===== src/rtl/bus_initiator_if.sv =====
// Host request and 8088-style bus signals for bus_initiator.
// master is the initiator side; slave is the host/responder side.
interface bus_initiator_if #(
  parameter int unsigned ADDR_WIDTH = 20,
  parameter int unsigned DATA_WIDTH = 8
);
  logic                  req;
  logic                  req_write;
  logic                  req_io;
  logic [ADDR_WIDTH-1:0] req_addr;
  logic [DATA_WIDTH-1:0] req_wdata;
  logic                  req_ready;
  logic                  done;
  logic                  timeout;
  logic [DATA_WIDTH-1:0] rdata;
  logic                  ALE;
  logic                  IOM;
  logic                  RD;
  logic                  WR;
  logic                  READY;
  logic [ADDR_WIDTH-1:0] Address;
  logic [DATA_WIDTH-1:0] data_out;
  logic                  data_oe;
  logic [DATA_WIDTH-1:0] data_in;

  modport master (
    input  req, req_write, req_io, req_addr, req_wdata, READY, data_in,
    output req_ready, done, timeout, rdata, ALE, IOM, RD, WR, Address, data_out, data_oe
  );

  modport slave (
    output req, req_write, req_io, req_addr, req_wdata, READY, data_in,
    input  req_ready, done, timeout, rdata, ALE, IOM, RD, WR, Address, data_out, data_oe
  );
endinterface


===== src/rtl/bus_initiator.sv =====
// Bus cycle initiator: turns one host request into a T1..T4 bus cycle with
// READY-driven wait states and a wait-state timeout.
module bus_initiator #(
  parameter int unsigned ADDR_WIDTH = 20,
  parameter int unsigned DATA_WIDTH = 8,
  parameter bit          IO_SELECT  = 1'b1,
  parameter int unsigned MAX_WAIT   = 15
) (
  input logic             CLK,
  input logic             RESET,
  bus_initiator_if.master bus
);

  localparam int unsigned WAIT_W = (MAX_WAIT < 1) ? 1 : $clog2(MAX_WAIT + 1);

  typedef enum logic [2:0] {IDLE, T1, T2, T3, TW, T4} state_t;

  state_t                state;
  logic [WAIT_W-1:0]     wait_cnt;
  logic                  lat_write;
  logic [ADDR_WIDTH-1:0] lat_addr;
  logic [DATA_WIDTH-1:0] lat_wdata;

  // Address only changes when a request is accepted, so it holds between cycles.
  assign bus.Address = lat_addr;

  always_ff @(posedge CLK) begin
    if (RESET) begin
      state         <= IDLE;
      wait_cnt      <= '0;
      lat_write     <= 1'b0;
      lat_addr      <= '0;
      lat_wdata     <= '0;
      bus.req_ready <= 1'b1;
      bus.done      <= 1'b0;
      bus.timeout   <= 1'b0;
      bus.rdata     <= '0;
      bus.ALE       <= 1'b0;
      bus.IOM       <= ~IO_SELECT;
      bus.RD        <= 1'b1;
      bus.WR        <= 1'b1;
      bus.data_out  <= '0;
      bus.data_oe   <= 1'b0;
    end else begin
      bus.ALE     <= 1'b0;
      bus.done    <= 1'b0;
      bus.timeout <= 1'b0;
      case (state)
        IDLE: begin
          if (bus.req) begin
            state         <= T1;
            bus.req_ready <= 1'b0;
            lat_write     <= bus.req_write;
            lat_addr      <= bus.req_addr;
            lat_wdata     <= bus.req_wdata;
            wait_cnt      <= '0;
            bus.ALE       <= 1'b1;
            bus.IOM       <= bus.req_io ? IO_SELECT : ~IO_SELECT;
          end
        end
        T1: begin
          state <= T2;
          if (lat_write) begin
            bus.WR       <= 1'b0;
            bus.data_oe  <= 1'b1;
            bus.data_out <= lat_wdata;
          end else begin
            bus.RD <= 1'b0;
          end
        end
        T2: state <= T3;
        T3, TW: begin
          if (bus.READY) begin
            state       <= T4;
            bus.RD      <= 1'b1;
            bus.WR      <= 1'b1;
            bus.data_oe <= 1'b0;
            bus.done    <= 1'b1;
            if (!lat_write) bus.rdata <= bus.data_in;
          end else if (wait_cnt == WAIT_W'(MAX_WAIT)) begin
            // Responder never answered: end the cycle, keep old rdata.
            state       <= T4;
            bus.RD      <= 1'b1;
            bus.WR      <= 1'b1;
            bus.data_oe <= 1'b0;
            bus.done    <= 1'b1;
            bus.timeout <= 1'b1;
          end else begin
            state    <= TW;
            wait_cnt <= wait_cnt + WAIT_W'(1);
          end
        end
        T4: begin
          state         <= IDLE;
          bus.req_ready <= 1'b1;
        end
        default: begin
          state         <= IDLE;
          bus.req_ready <= 1'b1;
          bus.RD        <= 1'b1;
          bus.WR        <= 1'b1;
          bus.data_oe   <= 1'b0;
        end
      endcase
    end
  end

endmodule


===== src/flat_wrapper.sv =====
// flat-port wrapper written by rule: the top's interface ports become plain ports
module bus_initiator_flat 
#(
  parameter int unsigned ADDR_WIDTH = 20,
  parameter int unsigned DATA_WIDTH = 8,
  parameter bit          IO_SELECT  = 1'b1,
  parameter int unsigned MAX_WAIT   = 15
)
  (CLK, RESET, bus_req, bus_req_write, bus_req_io, bus_req_addr, bus_req_wdata, bus_READY, bus_data_in, bus_req_ready, bus_done, bus_timeout, bus_rdata, bus_ALE, bus_IOM, bus_RD, bus_WR, bus_Address, bus_data_out, bus_data_oe);
  bus_initiator_if #(.ADDR_WIDTH(ADDR_WIDTH), .DATA_WIDTH(DATA_WIDTH)) bus_i ();
  input logic CLK;
  input logic RESET;
  input wire logic [$bits(bus_i.req)-1:0] bus_req;
  input wire logic [$bits(bus_i.req_write)-1:0] bus_req_write;
  input wire logic [$bits(bus_i.req_io)-1:0] bus_req_io;
  input wire logic [$bits(bus_i.req_addr)-1:0] bus_req_addr;
  input wire logic [$bits(bus_i.req_wdata)-1:0] bus_req_wdata;
  input wire logic [$bits(bus_i.READY)-1:0] bus_READY;
  input wire logic [$bits(bus_i.data_in)-1:0] bus_data_in;
  output wire logic [$bits(bus_i.req_ready)-1:0] bus_req_ready;
  output wire logic [$bits(bus_i.done)-1:0] bus_done;
  output wire logic [$bits(bus_i.timeout)-1:0] bus_timeout;
  output wire logic [$bits(bus_i.rdata)-1:0] bus_rdata;
  output wire logic [$bits(bus_i.ALE)-1:0] bus_ALE;
  output wire logic [$bits(bus_i.IOM)-1:0] bus_IOM;
  output wire logic [$bits(bus_i.RD)-1:0] bus_RD;
  output wire logic [$bits(bus_i.WR)-1:0] bus_WR;
  output wire logic [$bits(bus_i.Address)-1:0] bus_Address;
  output wire logic [$bits(bus_i.data_out)-1:0] bus_data_out;
  output wire logic [$bits(bus_i.data_oe)-1:0] bus_data_oe;
  assign bus_i.req = bus_req;
  assign bus_i.req_write = bus_req_write;
  assign bus_i.req_io = bus_req_io;
  assign bus_i.req_addr = bus_req_addr;
  assign bus_i.req_wdata = bus_req_wdata;
  assign bus_i.READY = bus_READY;
  assign bus_i.data_in = bus_data_in;
  assign bus_req_ready = bus_i.req_ready;
  assign bus_done = bus_i.done;
  assign bus_timeout = bus_i.timeout;
  assign bus_rdata = bus_i.rdata;
  assign bus_ALE = bus_i.ALE;
  assign bus_IOM = bus_i.IOM;
  assign bus_RD = bus_i.RD;
  assign bus_WR = bus_i.WR;
  assign bus_Address = bus_i.Address;
  assign bus_data_out = bus_i.data_out;
  assign bus_data_oe = bus_i.data_oe;
  bus_initiator #(.ADDR_WIDTH(ADDR_WIDTH), .DATA_WIDTH(DATA_WIDTH), .IO_SELECT(IO_SELECT), .MAX_WAIT(MAX_WAIT)) u_core (.CLK(CLK), .RESET(RESET), .bus(bus_i));
endmodule

===== config.mk =====
export PLATFORM = sky130hd
export DESIGN_NAME = bus_initiator_flat
export DESIGN_NICKNAME = d
export VERILOG_FILES = /design/src/rtl/bus_initiator_if.sv /design/src/rtl/bus_initiator.sv /design/src/flat_wrapper.sv
export SDC_FILE = /design/constraint.sdc
export NUM_CORES = 1
export LEC_CHECK = 0
export CAP_MARGIN = 20
export CORE_UTILIZATION = 47
export CTS_CLUSTER_SIZE = 40
export DETAILED_ROUTE_END_ITERATION = 6
export GPL_TIMING_DRIVEN = 0
export PLACE_DENSITY = 0.85
export SLEW_MARGIN = 30
export SYNTH_ARGS = -nofsm -noshare
export SYNTH_HDL_FRONTEND = slang
export SYNTH_SLANG_ARGS = --single-unit

===== constraint.sdc =====
create_clock -name CLK -period 4 [get_ports CLK]
set_clock_uncertainty 0.05 [all_clocks]
set_input_delay 0.6 -clock CLK [delete_from_list [all_inputs] [get_ports CLK]]
set_output_delay 0.6 -clock CLK [all_outputs]
set_load 0.03 [all_outputs]

# --- Word-level counts from Yosys, hierarchy flattened ---
# Cells that the tools add are included.
word_totals:
  ff_bits: 60
  output_inout_bits: 44
  in_bits: 42
op_classes:
  eq_ne: 12
  bitwise_logic: 5
  muxes: 24
  addsub: 1
  n_reduce_logical: 15
ops:
  columns: ["operator", "count"]
  rows:
  - ["2-to-1 mux 1 bit", 13]
  - ["2-to-1 mux 4 bit", 3]
  - ["case mux 3 bit (4 select lines)", 1]
  - ["case mux 1 bit (3 select lines)", 3]
  - ["AND reduction 3 bit", 3]
  - ["inequality test 2 bit (second input constant)", 4]
  - ["case mux 4 bit (2 select lines)", 1]
  - ["equality test 3 x 2 -> 1 bit (second input constant)", 2]
  - ["equality test 3 bit (second input constant)", 2]
  - ["2-to-1 mux 3 bit", 2]
  - ["AND reduction 2 bit", 3]
  - ["OR reduction 2 bit", 3]
  - ["OR reduction 3 bit", 2]
  - ["inverter 1 bit", 5]
  - ["adder 4 x 1 -> 4 bit (second input constant)", 1]
  - ["equality test 4 bit (second input constant)", 1]
  - ["AND reduction 4 bit", 1]
  - ["OR reduction 4 bit", 1]
  - ["equality test 3 x 1 -> 1 bit (second input constant)", 1]
  - ["logical NOT 3 bit", 1]
  - ["inequality test 3 x 2 -> 1 bit (second input constant)", 1]
  - ["inequality test 2 x 1 -> 1 bit (second input constant)", 1]
  - ["case mux 1 bit (2 select lines)", 1]
  - ["nonzero test 2 bit", 1]

# --- Logic depth before layout (Yosys ltp) ---
logic_depth:
  depth_word: 4
  mapped_depth: 6
  mapped_depth_nobuf: 5

# --- Least setup slack after synthesis ---
# OpenSTA, ideal clock, no wires.
synth_timing:
  path_type: "input -> register"
  from: "in bus_req"
  to: "reg u_core.wait_cnt[0]"
  n_path_buf: 1
  arrival_ps: 1562
  stages: 5
  setup_slack_ps: 2271
  path_cell_list: "or4b_1 > clkbuf_1 > o221ai_2 > nor2_1 > a22o_1"
synth_via:
  elab_chain_len: 2
synth_rtl:
  columns: ["item", "line", "text"]
  rows:
  - ["start, declared", "flat_wrapper.sv:13", "input wire logic [$bits(bus_i.req)-1:0] bus_req;"]
  - ["inequality test 2 bit (no line)", null, null]
  - ["AND reduction 4 bit (no line)", null, null]
  - ["end signal, assigned", "bus_initiator.sv:90", "wait_cnt <= wait_cnt + WAIT_W'(1);"]
  - ["end, declared", "bus_initiator.sv:19", "logic [WAIT_W-1:0] wait_cnt;"]
# No other way between the ends.
# A chain may end at the register's enable or synchronous reset.

# --- Worst setup path in the final report ---
layout_timing:
  from: "in bus_req"
  to: "reg u_core.lat_addr[13] (netlist: u_core.bus.Address[13])"
layout_via:
  elab_chain_len: 1
layout_rtl:
  columns: ["item", "line", "text"]
  rows:
  - ["AND reduction 2 bit (no line)", null, null]
  - ["end signal, assigned", "bus_initiator.sv:54", "lat_addr <= bus.req_addr;"]
  - ["end, declared", "bus_initiator.sv:21", "logic [ADDR_WIDTH-1:0] lat_addr;"]
# No other way between the ends.

==> summary.txt <==
Detailed routing
  – WL met3: 414 µm
  – Final WL: 5270 µm
  – Max layer used: met4
  – Via count: 2120
  – Routed len/inst: 12.8 µm
  – Drt initial violations: 100
  – Via/cell ratio: 5.13
  – Routed wl met2: 2360 µm
  – Final ANT Viol Nets: 0
  – DRC viols: 0
  – Drt pass-1 iters: 4
  – Metal-1 WL: 2400 µm

CTS
  – Post-CTS Setup Inserts: 0
  – Post-CTS resize count: 0
  – CTS tree: yes
  – Root Buffer: clkbuf_8
  – CTS Buf Count: 9
  – Htree depth: 3
  – Hold_buf cts: 0
  – Max Buffers Root-to-Sink: 2
  – Clk_lat worst skew: 0.33 ns
  – Clk slew on worst S/H paths: 0.07 ns
  – Clock sink count: 60

Global route
  – Vias in the first global route: 2010
  – Total grt overflow: 0
  – Total global-route track usage: 22.5%
  – Largest net degree at the start of global routing: 11
  – Initial antenna violation count: 0
  – First-pass GRT wire length: 8830 µm

Place
  – Post-DP Area: 0.00317 mm²
  – Final HPWL DP: 3680 µm
  – Port bufs: 84
  – Placer congestion estimate: 0.804

Floorplan
  – Effective utilization at floorplan: 50.3%
  – Die area: 0.00511 mm²
  – CORE AREA: 0.00450 mm²
  – Num rows: 24
  – DIE HEIGHT: 71.5 µm
  – I/O Pins: 86
  – Die W: 71.5 µm

Power
  – PD cells: 442 mW/mm²
  – Maximum VDD drop: 0.309 mV
  – Pleak: 0.00122 µW
  – Power Total: 1480 µW

Run status
  – Outcome: finished clean

Yosys
  – Synthesized net count: 304
  – Synth Instances: 261
  – Warning count from the yosys run: 0
  – Largest cells by area after synthesis: dfxtp_1, nand2_1, a21oi_1
  – Post-Syn Area per Cell: 8.69 µm²
  – Distinct cells, synth: 40
  – Area leader, netlist: dfxtp_1
  – Post-synth top area share: 53.0%
  – Post-synthesis sequential area ratio: 53.0%
  – FF+latch count, synth: 60
  – Cell Area, Synth: 0.00227 mm²

Finish
  – Antenna Cells: 0
  – Most frequent cells in the layout: clkdlybuf4s50_1, nand2_1, dfxtp_1, a21oi_1, nor2_1
  – Final nets: 399
  – Commonest non-fill, non-tap cell in the layout: clkdlybuf4s50_1
  – Area grow syn2layout: 47.4%
  – # fillers: 343
  – Design area: 0.00334 mm²
  – Fraction of layout cells with a size suffix above 1: 6.37%
  – Final core occ: 74.2%

Critical path
  – Reg-to-reg slack, setup: 2.14 ns
  – WP data required: 4.15 ns
  – Crit path capture type: flop
  – CP Max Fanout: 10
  – Crit path largest cell delay: 0.49 ns
  – Worst path bufs/invs: 3
  – Most Frequent Cell on Critical Path: clkbuf_1
  – Crit-path cells: clkdlybuf4s50_1 -> or4b_1 -> clkbuf_1 -> clkbuf_1 -> nand2_1 -> a21oi_1
  – CP top delay family: buffers and inverters
  – Slowest cell on crit path: clkdlybuf4s50_1
  – WP data arrival: 2.23 ns
  – Critical path startpoint category: primary input
  – Crit Path Class: primary input to flop

Timing
  – Endpoints failing setup: 0
  – Slew @ Worst Pin: 0.480 ns
  – Fin. Hold Viols: 0
  – RSZ-0062 raised after global routing: no
  – Final Max Slew Viols: 0
  – Slew headroom: 67.6%
  – Setup TNS: 0 ns
  – Min Tclk post-route: 2.08 ns
  – Crit share post-route: 52.0%
  – Fmax: 0.481 GHz

Min path
  – Worst min path class: flop to flop

Job
  – Max Cap Viol: 0
power breakdown:
group | total (µW) | leakage, µW | internal, µW | switching (µW)
logic | 342 | 0.000645 | 149 | 194
registers | 668 | 0.000489 | 644 | 23.7
clock network | 468 | 0.0000889 | 237 | 230
state kept, by name (all words and copies together), names as in the netlist:
register              count
u_core.state              3
u_core.lat_wdata          8
u_core.bus.req_ready      1
u_core.bus.data_oe        1
u_core.bus.Address       20
u_core.bus.data_out       8
u_core.bus.rdata          8
u_core.bus.RD             1
u_core.bus.IOM            1
u_core.bus.ALE            1
u_core.bus.done           1
u_core.bus.timeout        1
u_core.bus.WR             1
u_core.wait_cnt           4
u_core.lat_write          1
cells by family (layout without fill, tap and decap cells):
family	Yosys count	count (layout)	synth area share [%]
AND/OR/NAND/NOR	114	114	21.8
flip-flops	60	60	53.0
AO/OA/AOI/OAI	58	58	16.9
buffers and inverters	19	119	3.86
multiplexers	8	8	3.53
adder cells (fa/ha/maj)	1	1	0.552
XOR/XNOR	1	1	0.386
synth_stat cells:
| cell type | number |
|---|---|
| nand2_1 | 78 |
| dfxtp_1 | 60 |
| a21oi_1 | 39 |
| nor2_1 | 18 |
| clkbuf_1 | 14 |
| mux2i_1 | 8 |
| a21o_1 | 4 |
| nand3b_1 | 3 |
| and3_1 | 2 |
| buf_6 | 2 |
| nand2b_1 | 2 |
| nor3_1 | 2 |
| nor4b_1 | 2 |
| a2111oi_4 | 1 |
| a211o_1 | 1 |
| a211oi_2 | 1 |
| a21oi_4 | 1 |
| a22o_1 | 1 |
| a2bb2oi_1 | 1 |
| a31o_2 | 1 |
| a31oi_1 | 1 |
| a32o_1 | 1 |
| and3b_1 | 1 |
| buf_1 | 1 |
| buf_2 | 1 |
| ha_1 | 1 |
| inv_1 | 1 |
| nand3_1 | 1 |
| nand4b_1 | 1 |
| nand4bb_1 | 1 |
| nor2b_1 | 1 |
| o21a_1 | 1 |
| o21ai_0 | 1 |
| o21bai_1 | 1 |
| o221ai_2 | 1 |
| o22a_1 | 1 |
| o22ai_1 | 1 |
| or3b_1 | 1 |
| or4b_1 | 1 |
| xnor2_1 | 1 |
path summary, 6_finish.rpt:
kind	startpoint	end	cells after the start
worst min-delay path	u_core.lat_wdata[1]$_SDFFE_PP0P_	u_core.bus.data_out[1]$_SDFFE_PP0P_	2
worst max-delay path	bus_req	u_core.bus.Address[13]$_SDFFE_PP0P_	6
worst min register to register	u_core.lat_wdata[1]$_SDFFE_PP0P_	u_core.bus.data_out[1]$_SDFFE_PP0P_	2
worst max register to register	u_core.state[2]$_SDFFE_PP0P_	u_core.bus.Address[13]$_SDFFE_PP0P_	6
per-stage QoR:
| step | setup WS (ns) | cells | hold slack [ns] |
|---|---|---|---|
| finish | 1.92 | 413 | 0.399 |
| floorplan | 2.27 | 261 | 0.382 |
| detailed placement | 1.57 | 397 | 0.392 |
| CTS | 1.91 | 413 | 0.399 |
| global placement | 1.60 | 397 | 0.386 |
| global route | 1.81 | 413 | 0.411 |
worst min-delay path, cell delays in order, from the launching register on:
cell,delay (ns)
dfxtp_1,0.31
nand2_1,0.05
a21oi_1,0.05
per-layer routing:
layer  up-vias  GRT usage [%]
met5         -              0
met4         0           12.0
met3         8           8.86
met2        69           35.0
met1       970           26.9
li1       1073              -
layout make-up:
class | count | area [µm²] | share of cell area [%]
multi-input cells | 182 | 978 | 29.3
plain buffers | 18 | 83.8 | 2.51
clock inverters | 5 | 27.5 | 0.824
repair buffers | 84 | 841 | 25.2
well taps | 52 | 65.1 | 1.95
clock buffers | 11 | 141 | 4.23
inverters | 1 | 3.75 | 0.112
flip-flops and latches | 60 | 1200 | 35.9
No activity file was read; power rests on OpenSTA's default activity.
